### src/rtl/rr_arb_pkg.sv
// Shared types, defaults and rotation helper for the round-robin bus arbiter.
package rr_arb_pkg;

  localparam int unsigned DEF_NUM_REQ  = 4;
  localparam int unsigned DEF_MAX_HOLD = 16;

  typedef enum logic {
    IDLE = 1'b0,
    OWN  = 1'b1
  } arb_state_t;

  function automatic int unsigned next_idx(input int unsigned idx, input int unsigned n);
    return (idx + 1 >= n) ? 0 : idx + 1;
  endfunction

endpackage

### src/rtl/rr_arb_pick.sv
// Combinational rotating-priority picker: first set req bit scanning ptr+1, ptr+2, ... mod NUM_REQ.
module rr_arb_pick
  import rr_arb_pkg::*;
#(
  parameter int unsigned NUM_REQ = DEF_NUM_REQ,
  localparam int unsigned IDW    = $clog2(NUM_REQ)
) (
  input  logic [NUM_REQ-1:0] req,
  input  logic [IDW-1:0]     ptr,
  output logic [NUM_REQ-1:0] winner,
  output logic [IDW-1:0]     winner_id,
  output logic               any_valid
);

  logic [IDW-1:0] idx;

  always_comb begin
    winner    = '0;
    winner_id = '0;
    any_valid = 1'b0;
    idx       = ptr;
    for (int unsigned i = 0; i < NUM_REQ; i++) begin
      idx = IDW'(next_idx(32'(idx), NUM_REQ));
      if (!any_valid && req[idx]) begin
        any_valid   = 1'b1;
        winner[idx] = 1'b1;
        winner_id   = idx;
      end
    end
  end

endmodule

### src/rtl/rr_bus_arbiter.sv
// Round-robin bus arbiter with bus-hold semantics and zero-bubble hand-over.
// Optional forced hand-over after MAX_HOLD owned cycles: define RR_ARB_TIMEOUT_EN.
module rr_bus_arbiter
  import rr_arb_pkg::*;
#(
  parameter int unsigned NUM_REQ  = DEF_NUM_REQ,
  parameter int unsigned MAX_HOLD = DEF_MAX_HOLD,
  localparam int unsigned IDW     = $clog2(NUM_REQ)
) (
  input  logic               clock,
  input  logic               reset,
  input  logic [NUM_REQ-1:0] req,
  output logic [NUM_REQ-1:0] grant,
  output logic               grant_valid,
  output logic [IDW-1:0]     grant_id,
  output logic               busy
);

  arb_state_t         state, state_n;
  logic [NUM_REQ-1:0] grant_n, pick_req, win;
  logic [IDW-1:0]     id_n, win_id, last_ptr, ptr_n;
  logic               any_other, owner_req, expired;

  // Masking the owner out lets the same picker serve both release and forced hand-over;
  // last_ptr equals the owner while owning, so the scan starts at owner+1.
  assign pick_req = req & ~grant;

  rr_arb_pick #(.NUM_REQ(NUM_REQ)) u_pick (
    .req       (pick_req),
    .ptr       (last_ptr),
    .winner    (win),
    .winner_id (win_id),
    .any_valid (any_other)
  );

  assign owner_req   = req[grant_id];
  assign grant_valid = (state == OWN);
  assign busy        = grant_valid & owner_req;

`ifdef RR_ARB_TIMEOUT_EN
  localparam int unsigned HCW = $clog2(MAX_HOLD + 1);
  logic [HCW-1:0] hold_cnt;

  assign expired = (hold_cnt >= HCW'(MAX_HOLD - 1));

  always_ff @(posedge clock) begin
    if (reset) begin
      hold_cnt <= '0;
    end else if (state_n == IDLE || grant_n != grant) begin
      hold_cnt <= '0;
    end else if (hold_cnt != HCW'(MAX_HOLD)) begin
      hold_cnt <= hold_cnt + 1'b1;
    end
  end
`else
  logic unused_max_hold;
  assign unused_max_hold = ^32'(MAX_HOLD);
  assign expired         = 1'b0;
`endif

  always_comb begin
    state_n = state;
    grant_n = grant;
    id_n    = grant_id;
    ptr_n   = last_ptr;
    case (state)
      IDLE: begin
        if (any_other) begin
          state_n = OWN;
          grant_n = win;
          id_n    = win_id;
          ptr_n   = win_id;
        end
      end
      OWN: begin
        if (!owner_req || (expired && any_other)) begin
          if (any_other) begin
            grant_n = win;
            id_n    = win_id;
            ptr_n   = win_id;
          end else begin
            state_n = IDLE;
            grant_n = '0;
            id_n    = '0;
          end
        end
      end
      default: begin
        state_n = IDLE;
        grant_n = '0;
        id_n    = '0;
      end
    endcase
  end

  always_ff @(posedge clock) begin
    if (reset) begin
      state    <= IDLE;
      grant    <= '0;
      grant_id <= '0;
      last_ptr <= IDW'(NUM_REQ - 1);
    end else begin
      state    <= state_n;
      grant    <= grant_n;
      grant_id <= id_n;
      last_ptr <= ptr_n;
    end
  end

endmodule

### config.mk
export PLATFORM = sky130hd
export DESIGN_NAME = rr_bus_arbiter
export DESIGN_NICKNAME = d
export VERILOG_FILES = /design/src/rtl/rr_arb_pkg.sv /design/src/rtl/rr_arb_pick.sv /design/src/rtl/rr_bus_arbiter.sv
export SDC_FILE = /design/constraint.sdc
export NUM_CORES = 1
export LEC_CHECK = 0
export ABC_CLOCK_PERIOD_IN_PS = 3140
export BUFFER_PORTS_ARGS = -buffer_cell sky130_fd_sc_hd__buf_2
export CAP_MARGIN = 10
export CORE_ASPECT_RATIO = 1.75
export CORE_MARGIN = 1.5
export CORE_UTILIZATION = 50
export DETAILED_ROUTE_END_ITERATION = 16
export MAX_ROUTING_LAYER = met4
export PLACE_DENSITY = 0.74
export SYNTH_ARGS = -nofsm -noshare
export SYNTH_HDL_FRONTEND = slang
export SYNTH_HIERARCHICAL = 1
export SYNTH_SLANG_ARGS = --single-unit
### constraint.sdc
create_clock -name clock -period 3.14 [get_ports clock]
set_clock_uncertainty 0.05 [all_clocks]
set_input_delay 0.314 -clock clock [delete_from_list [all_inputs] [get_ports clock]]
set_output_delay 0.314 -clock clock [all_outputs]
set_load 0.02 [all_outputs]
==> results by group <==
Status
  • Status: finished, final reports clean

GRT
  • Global-route usage over all layers: 27.98%
  • Largest net degree at the start of global routing: 24
  • Vias in the first global route: 1,108
  • Overflow after GRT: 0
  • Initial antenna violation count: 0
  • First-pass GRT wire length: approximately 4.9 mm

Layout
  • Layout area overhead: 8.088%
  • Layout cells sized above 1: 19.48%
  • Design area: roughly 0.0012 sq mm
  • Diode count: 0
  • Fin nets: about 170
  • Layout Utilization: 58.38%

Power
  • Peak VDD IR: 0.0006296 V
  • Switching Share: between 50% and 60%
  • Combinational power share: around four fifths
  • Overall Power: roughly 1500 uW
  • Psw: 766.5 uW
  • Register share of total power: 14.5%
  • Leak: 0.0005238 uW
  • Pwr dens: approximately 1200 mW/mm^2
  • Pint: around 690 uW
  • Clock Power Share: 6.0%

Critical path
  • Critical Path RT: 3.29 ns
  • Crit path launch: last_ptr[1]$_SDFFE_PP1P_
  • RR Endpoint: last_ptr[1]$_SDFFE_PP1P_
  • Reg2Reg Setup Slack: 0.48 ns
  • Last element of the critical path: last_ptr[1]$_SDFFE_PP1P_
  • Worst Path Arrival: 2.81 ns
  • Max stage delay on crit path: 0.44 ns
  • Critical setup path kind: reg2reg
  • Cells on worst reg2reg path: 10
  • Max FO, Critical Path: 9
  • CP endpoint kind: flop
  • Critical-path top delay cell: a221oi_2
  • CP cell instances: inv_1 -> ha_1 -> nor4b_1 -> nor3_1 -> a221oi_2 -> a311oi_1 -> o22ai_1 -> inv_1 -> a211oi_1 -> a211o_1
  • Reg-to-Reg Start: last_ptr[1]$_SDFFE_PP1P_
  • Startpoint types: flop
  • Most used cell, CP: inv_1

STA
  • Total negative slack: 0 ns
  • RSZ-0062 raised after global routing: false
  • Fmax: 376.6 MHz
  • Final Slew Violations: 0
  • Min Clock Period, post-route: 2.656 ns
  • Setup-violating endpoint count in the final report: 0
  • Final worst slack: just under 0.5 ns
  • Final period utilization: 84.57%
  • Slew headroom: 58.01%
  • Final hold violation count: 0
  • Worst-Margin Slew: 0.6282 ns

CTS
  • Postcts setup bufs: 0
  • Clock Tree Buf Depth: 2
  • CTS clk-pin slew, worst paths: 0.05 ns
  • TritonCTS clock tree: yes
  • Worst-skew pair later-pin latency: about 0.26 ns
  • H-tree lvl count: 1
  • Hold_buf cts: 0
  • Clk sinks: 9
  • CTS root buf: clkbuf_4
  • CTS Buf Count: 3
  • Post_cts resized: 0

Job
  • Reported max-cap violation count: 0

Synthesis
  • Count of cell types in the netlist: 46
  • Sequential area share after synthesis: between 10% and 20%
  • Yosys warnings: 6
  • Async SR Flop Fraction: 0%
  • Ys flop type: dfxtp_1
  • Post-synth EDFFs: 0
  • Synth Instances: approximately 140
  • Syn_area_per_cell: roughly 8.1 sq um
  • Cell Area, Synth: 0.001145 sq mm
  • FF+latch count, synth: 9
  • Synthesized Nets: between 150 and 200

Floorplan
  • Floorplan core area: 0.002120 sq mm
  • Die X: 39.17 um
  • Ports: 14
  • DIE AREA: 0.002597 sq mm
  • Chip height: between 60 and 70 um
  • Core Rows: 22
  • Starting Density: 54.01%

Place
  • DP Area: 0.001211 sq mm
  • Worst slack at placement: approximately 0.5 ns
  • Routability Congestion: roughly 1.1
  • IO Port Bufs: 13
  • Hpwl dp: between 2 and 2.5 mm

Route
  • Via/cell ratio: around 6.5
  • DRC errors left: 0
  • Routed length per placed instance: 17.31 um
  • Routed Antenna Nets: 0
  • Drt total wl: slightly above 3 mm
  • Drt initial violations: 39
  • Drt first pass iters: 4
  • Via count: between 1,000 and 1,500

Hold path
  • Tightest Hold Check Type: in2reg
-- kinds of logic after synthesis --
family	Yosys count	synth area share (%)
muxes	4	7.213
AOI/OAI and AO/OA	46	31.58
buffers and inverters	23	10.71
and+or+nand+nor	52	26.01
DFF	9	15.74
adders and majority gates	8	8.744
-- worst min path at each step --
stage                                      from                        to  slack [ns]  cells past startpoint
after detailed placement  grant[0]$_SDFFE_PP0P_     grant[0]$_SDFFE_PP0P_        0.44                      2
final                                     reset    grant_valid$_SDFF_PP0_        0.33                      2
after floorplan                           reset  grant_id[1]$_SDFFE_PP0P_        0.45                      2
after CTS                                 reset    grant_valid$_SDFF_PP0_        0.32                      2
after global routing                      reset    grant_valid$_SDFF_PP0_        0.35                      2
after global placement    grant[3]$_SDFFE_PP0P_     grant[3]$_SDFFE_PP0P_        0.43                      2
-- power by group through the flow --
| stage | registers, uW | logic (uW) | clock network (uW) |
|---|---|---|---|
| floorplan | 252 | 862 | 0 |
| global route | 218 | 1260 | 96.6 |
| detailed placement | 213 | 1130 | 0 |
| finish | 211 | 1160 | 87.3 |
| CTS | 211 | 1140 | 90.2 |
| global placement | 210 | 1120 | 0 |
-- sequential cells by signal (all words and copies together), names as in the netlist --
signal	count
last_ptr	2
grant_id	2
grant_valid	1
grant	4
-- cells in the final DEF, fill, tap and decap left out, drive strengths merged, types with 6 or more instances in the layout --
cell type	netlist	layout
dfxtp	9	9
buf	7	20
a21oi	9	9
nor2b	6	6
nand2b	9	9
nand2	9	9
nor2	9	9
ha	8	8
o32ai	6	6
inv	11	11
-- final cells by class --
class | count | area (sq um)
Clock buffer | 4 | 26.28
Multi-Input combinational cell | 110 | 842.1
Fill cell | 198 | 882.1
Inverter | 11 | 41.29
Timing Repair Buffer | 20 | 117.6
Sequential cell | 9 | 180.2
Tap cell | 24 | 30.03
-- Yosys cell counts (2+ instances only) --
master	instances	area share [%]
mux4_2	2	3.9
a211o_1	3	2.3
o21a_1	2	1.3
nand3_1	2	0.87
a31oi_1	3	1.6
buf_6	2	2.0
nor3_1	2	0.87
clkbuf_1	3	0.98
nor2b_1	6	3.3
inv_1	11	3.6
ha_1	8	8.7
dfxtp_1	9	16
buf_2	4	1.7
nor4b_1	3	2.3
and3b_1	4	3.1
nor2_1	9	3.0
o21ai_0	3	1.3
a22o_1	3	2.3
nand2_1	9	3.0
a211oi_1	2	1.3
nor3b_1	3	2.0
a221o_1	4	3.5
nand2b_1	9	4.9
a21oi_1	9	3.9
o32ai_1	6	4.6
-- critical path, delay by kind of cell (launching register included) --
kind / cells / cell delay (ns)
adders and majority gates: 1 / 0.41
and+or+nand+nor: 2 / 0.51
AOI/OAI and AO/OA: 5 / 0.99
DFF: 1 / 0.42
buffers and inverters: 2 / 0.20
-- stage by stage --
stage	hold WS (ns)	std cells
floorplan	0.4481	142
global placement	0.4302	174
detailed placement	0.4353	174
CTS	0.3214	178
global route	0.3511	178
finish	0.3263	178
-- metal layers --
metal / wire, um / global-route usage [%] / vias up
met1: 1145 / 27.62 / 549
met4: 164 / 18.97 / 0
met5: 0 / - / -
met2: 1707 / 48.33 / 39
li1: - / - / 557
met3: 65 / 2.694 / 15
Note: power is estimated with default switching activity, not from simulation.
